### config.mk
export PLATFORM = sky130hd
export DESIGN_NAME = dbus_rr_arbiter
export DESIGN_NICKNAME = d
export VERILOG_FILES = /design/src/rtl/dbus_rr_arbiter.sv
export SDC_FILE = /design/constraint.sdc
export NUM_CORES = 1
export LEC_CHECK = 0
export CAP_MARGIN = 20
export CORE_AREA = 2 2 110 112
export DETAILED_ROUTE_END_ITERATION = 7
export DIE_AREA = 0 0 112 114
export GPL_ROUTABILITY_DRIVEN = 0
export PLACE_DENSITY = 0.58
export RECOVER_POWER = 50
export SLEW_MARGIN = 20
export SYNTH_ARGS = -nofsm -noshare
export SYNTH_HDL_FRONTEND = slang
export SYNTH_SLANG_ARGS = --single-unit
### constraint.sdc
create_clock -name clk -period 1.6 [get_ports clk]
set_input_delay 0.32 -clock clk [delete_from_list [all_inputs] [get_ports clk]]
set_output_delay 0.32 -clock clk [all_outputs]
set_load 0.1 [all_outputs]
### src/rtl/dbus_rr_arbiter.sv
// dbus_rr_arbiter: round-robin N-master arbiter for the byte-masked data bus with read-return routing; DBUS_ARB_LOCK_EN adds bus locking
module dbus_rr_arbiter #(
  parameter int N_MASTERS  = 2,
  parameter int ADDR_W     = 32,
  parameter int DATA_BYTES = 4,
  parameter int RD_LATENCY = 1
) (
  input  logic                           clk,
  input  logic                           rst,
  input  logic [N_MASTERS-1:0]           m_en,
  input  logic [N_MASTERS-1:0]           m_rdwr,
  input  logic [N_MASTERS*DATA_BYTES-1:0] m_mask,
  input  logic [N_MASTERS*ADDR_W-1:0]    m_addr,
  input  logic [N_MASTERS*8*DATA_BYTES-1:0] m_wr_data,
`ifdef DBUS_ARB_LOCK_EN
  input  logic [N_MASTERS-1:0]           m_lock,
`endif
  output logic [N_MASTERS-1:0]           m_gnt,
  output logic [N_MASTERS-1:0]           m_rvalid,
  output logic [8*DATA_BYTES-1:0]        m_rd_data,
  output logic                           s_en,
  output logic                           s_rdwr,
  output logic [DATA_BYTES-1:0]          s_mask,
  output logic [ADDR_W-1:0]              s_addr,
  output logic [8*DATA_BYTES-1:0]        s_wr_data,
  input  logic [8*DATA_BYTES-1:0]        s_rd_data
);
  localparam int DW = 8*DATA_BYTES;
  localparam int IW = N_MASTERS > 1 ? $clog2(N_MASTERS) : 1;
  logic [IW-1:0] ptr, win, ptr_nxt;
  logic [N_MASTERS-1:0] elig;
  logic any;
  logic vld [RD_LATENCY];
  logic [IW-1:0] rid [RD_LATENCY];
`ifdef DBUS_ARB_LOCK_EN
  logic locked;
  logic [IW-1:0] owner;
  assign elig = locked ? m_en & (N_MASTERS'(1) << owner) : m_en;
`else
  assign elig = m_en;
`endif
  // scan downward so the lowest offset from ptr is the one left standing
  always_comb begin
    int idx;
    idx = 0;
    win = '0;
    any = 1'b0;
    for (int k = N_MASTERS-1; k >= 0; k--) begin
      idx = int'(ptr) + k;
      if (idx >= N_MASTERS) idx -= N_MASTERS;
      if (elig[idx]) begin
        win = IW'(idx);
        any = 1'b1;
      end
    end
  end
  assign ptr_nxt   = (int'(win) == N_MASTERS-1) ? '0 : win + 1'b1;
  assign s_en      = any & ~rst;
  assign m_gnt     = s_en ? N_MASTERS'(1) << win : '0;
  assign s_rdwr    = s_en & m_rdwr[win];
  assign s_mask    = s_en ? m_mask[win*DATA_BYTES +: DATA_BYTES] : '0;
  assign s_addr    = s_en ? m_addr[win*ADDR_W +: ADDR_W] : '0;
  assign s_wr_data = s_en ? m_wr_data[win*DW +: DW] : '0;
  assign m_rd_data = s_rd_data;
  assign m_rvalid  = (vld[RD_LATENCY-1] & ~rst) ? N_MASTERS'(1) << rid[RD_LATENCY-1] : '0;
  always_ff @(posedge clk) begin
    if (rst) begin
      ptr <= '0;
      for (int i = 0; i < RD_LATENCY; i++) begin
        vld[i] <= 1'b0;
        rid[i] <= '0;
      end
    end else begin
      vld[0] <= s_en & ~s_rdwr;
      rid[0] <= win;
      for (int i = 1; i < RD_LATENCY; i++) begin
        vld[i] <= vld[i-1];
        rid[i] <= rid[i-1];
      end
`ifdef DBUS_ARB_LOCK_EN
      if (any && !locked) ptr <= ptr_nxt;
      if (any && locked && !m_lock[win]) ptr <= ptr_nxt;
`else
      if (any) ptr <= ptr_nxt;
`endif
    end
  end
`ifdef DBUS_ARB_LOCK_EN
  // owner keeps the bus until it completes a transfer with lock dropped
  always_ff @(posedge clk) begin
    if (rst) begin
      locked <= 1'b0;
      owner  <= '0;
    end else if (any) begin
      locked <= m_lock[win];
      owner  <= win;
    end
  end
`endif
endmodule

==> summary.md <==
| Metric | Value |
|---|---|
| Main synth FF type | `dfxtp_1` |
| Synth area leaders | `a32oi_1, nor2_1, buf_4, buf_2, dfxtp_1` |
| Crit path largest cell delay | `0.35 ns` |
| H-tree Lvls | `1` |
| PortBufs | `215` |
| # Max-Cap Violations | `0` |
| Final wirelength | `10.85 mm` |
| FF-to-FF Start | `ptr` |
| Least-Margin Pin Slew | `0.3447 ns` |
| # nets final | `591` |
| Post-synth EDFFs | `0` |
| Crit path kind | `register to output pin` |
| DR pass1 iterations | `4` |
| Register area share after synthesis | `4.240%` |
| Levels on crit path | `6` |
| Total GRT Usage | `between 10 and 15%` |
| Worst hold-check path type | `primary input to register` |
| ANT cells | `0` |
| P per Cell Area | `between 500 and 600 nW/µm²` |
| Period Utilization, post-route | `119.4%` |
| Post-synth top cells | `nor2_1, a32oi_1, buf_4` |
| Largest net degree at the start of global routing | `approximately 50` |
| Crit path max-delay family | `buffers and inverters` |
| Reg2Reg Setup Slack | `0.39 ns` |
| Clock Tree Buf Depth | `2` |
| Crit-path slowest cell | `dfxtp_4` |
| Clock skew | `0.002316 ns` |
| Cell mode on critical path | `buf_12` |
| Max-slew violation count | `0` |
| CTS tree | `done` |
| Top-count cell post-synth | `nor2_1` |
| Initial antenna violation count | `0` |
| Number of buffer and inverter stages on the critical path | `3` |
| Placed insts | `between 500 and 600` |
| ANT nets after route | `0` |
| Initial Util | `12.09%` |
| Leading area contributor after synthesis | `a32oi_1` |
| Cts hold-fix bufs | `0` |
| CP endpoint kind | `output pin` |
| Final core utilization | `approximately half` |
| Layout cell share with drive strength beyond 1 | `roughly 53%` |
| IO Count | `280` |
| Die width | `approximately 110 µm` |
| Crit path max fanout | `17` |
| Die Ht | `about 110 µm` |
| Crit-path cells | `a21boi_4 > buf_6 > buf_12 > a32oi_1 > nor2_1 > buf_12` |
| Arrival time worst endpoint | `1.59 ns` |
| Yosys top cell area share | `42.67%` |
| Clock Latency Late Sink | `0.22 ns` |
| Beginning of the worst hold path | `m_en[0]` |
| YS warnings | `0` |
| Initial DRC count | `roughly 120` |
| Critical Path Source Type | `register` |
| Via Count | `2,668` |
| Status | `complete, but fails checks` |
| Vias per cell | `4.739` |
| Clock Power Share | `12.6%` |
| RSZ-0062 raised after global routing | `true` |
| # rows | `40` |
| Sequential share of power | `2.7%` |
| Root Driver | `clkbuf_16` |
| DRC errors left | `0` |
| Num Clock Sinks | `3` |
| Post-Syn Nets | `394` |
| Die Area | `between 10,000 and 15,000 µm²` |
| Cells after Synth | `220` |
| Peak supply drop | `0.4467 mV` |
| First-pass GRT wire length | `between 10 and 15 mm` |
| Worst hold endpoint | `ptr` |
| Rel. slew slack | `77.02%` |
| Minimum clock period | `1.910 ns` |
| R2R Path End | `vld[0]` |
| Non-filler cells, final | `563` |
| Post-synthesis cell area | `1416 µm²` |
| WL/cell | `just under 20 µm` |
| Core area | `11,710 µm²` |
| Sw power | `1.582 mW` |
| Fin. Hold Viols | `0` |
| Vias in the first global route | `2,718` |
| R2R cell count | `5` |
| Combinational share of power | `84.7%` |
| Unique cell type count in the Yosys netlist | `16` |
| Async set-or-reset flop fraction in the synthesized netlist | `0%` |
| Final setup fails | `71` |
| Hpwl dp | `6.763 mm` |
| Clk slew on worst S/H paths | `0.03 ns` |
| Setup tns final | `-18.28 ns` |
| Total internal power | `1.578 mW` |
| Syn Area/Cell | `6.438 µm²` |
| Sw Ratio | `50.06%` |
| P&R area growth vs syn | `305.3%` |
| Power Total | `around 3.2 mW` |
| Max Freq | `between 0.5 and 0.6 GHz` |
| Yosys reg bits | `3` |
| Required time worst endpoint | `between 1 and 1.5 ns` |
| Leak Pwr | `1.964 nW` |
| WHS Path Cells | `4` |
| PnR worst setup slack | `-0.3100 ns` |
| Violated checks | `setup timing` |
| Congestion Overflow GR | `0` |
| CTS Buf Count | `3` |
repair_timing:
action	CTS	global route
hold endpoints to repair	0	0
setup endpoints to repair	72	72
cloned	7	8
resized for setup	70	18
setup buffers	9	2
pin swaps	21	28
tightest hold or removal path, cell delays in order:
cell and delay [ns]:
buf_2 0.13, buf_4 0.14, nor2_1 0.08, a211oi_1 0.05
worst max-delay path by stage:
stage | start | to | slack [ns]
after floorplan | m_en[1] | s_addr[20] | -0.89
after global placement | m_en[0] | s_wr_data[8] | -0.52
after detailed placement | m_en[0] | s_wr_data[8] | -0.56
after CTS | ptr | s_wr_data[9] | -0.31
after global routing | ptr | s_wr_data[0] | -0.39
final | ptr | s_wr_data[0] | -0.31
kinds of logic after synthesis:
logic type / count (synthesis) / synth area share, %
flops: 3 / 4.240
compound gates: 72 / 45.41
simple gates: 81 / 22.62
buf+inv: 64 / 27.74
registers in the layout (all words and copies together) (netlist names):
| signal | count |
|---|---|
| vld | 1 |
| rid | 1 |
| ptr | 1 |
routing by layer:
metal / GRT usage (%) / vias to the layer above / wire length (µm)
met3: 3.454 / 22 / 880
met4: 2.764 / 0 / 200
li1: - / 1220 / -
met5: 0 / - / 0
met2: 28.00 / 166 / 5667
met1: 16.71 / 1260 / 4103
power by group through the flow:
stage / Clock, mW / Combinational (mW) / Sequential (mW)
after floorplan: 0 / 1.64 / 0.0855
after global placement: 0 / 2.25 / 0.0859
after detailed placement: 0 / 2.26 / 0.0864
after CTS: 0.400 / 2.59 / 0.0855
after global routing: 0.411 / 2.77 / 0.0859
final: 0.397 / 2.68 / 0.0853
cell type report:
cell class                 count  area (µm²)
fill                        1049        5971
clock buffer                   4       78.83
timing repair buffer         256        3587
sequential                     3       63.81
tap                          147       183.9
multi-input combinational    153        1827
stage by stage:
| step | instance area [µm²] | setup slack [ns] | hold slack, ns |
|---|---|---|---|
| after global routing | 5741 | -0.3851 | 0.5659 |
| after detailed placement | 4653 | -0.5598 | 0.5726 |
| after CTS | 5508 | -0.3052 | 0.5276 |
| after global placement | 4653 | -0.5235 | 0.5532 |
| final | 5741 | -0.3100 | 0.5344 |
| after floorplan | 1762 | -0.8862 | 0.4137 |
cells in the final DEF (no fill, tap or decap):
master,netlist,final
buf_2,17,2
a32oi_2,0,21
a21boi_4,1,1
o31ai_2,1,1
nor3b_2,0,1
buf_6,1,5
clkbuf_1,13,1
a32oi_1,69,29
buf_16,0,5
nand2_1,1,1
and3b_2,0,1
nor2_1,75,24
buf_8,0,1
buf_12,0,86
nor2_2,0,12
dfxtp_4,0,1
buf_4,33,12
a211oi_1,1,1
clkdlybuf4s50_1,0,138
dfxtp_1,3,2
nand2b_4,0,1
a32oi_4,0,19
nor2b_4,0,1
clkbuf_16,0,10
nand2_4,0,1
nor2_4,0,39
No activity file was read; power rests on OpenSTA's default activity.
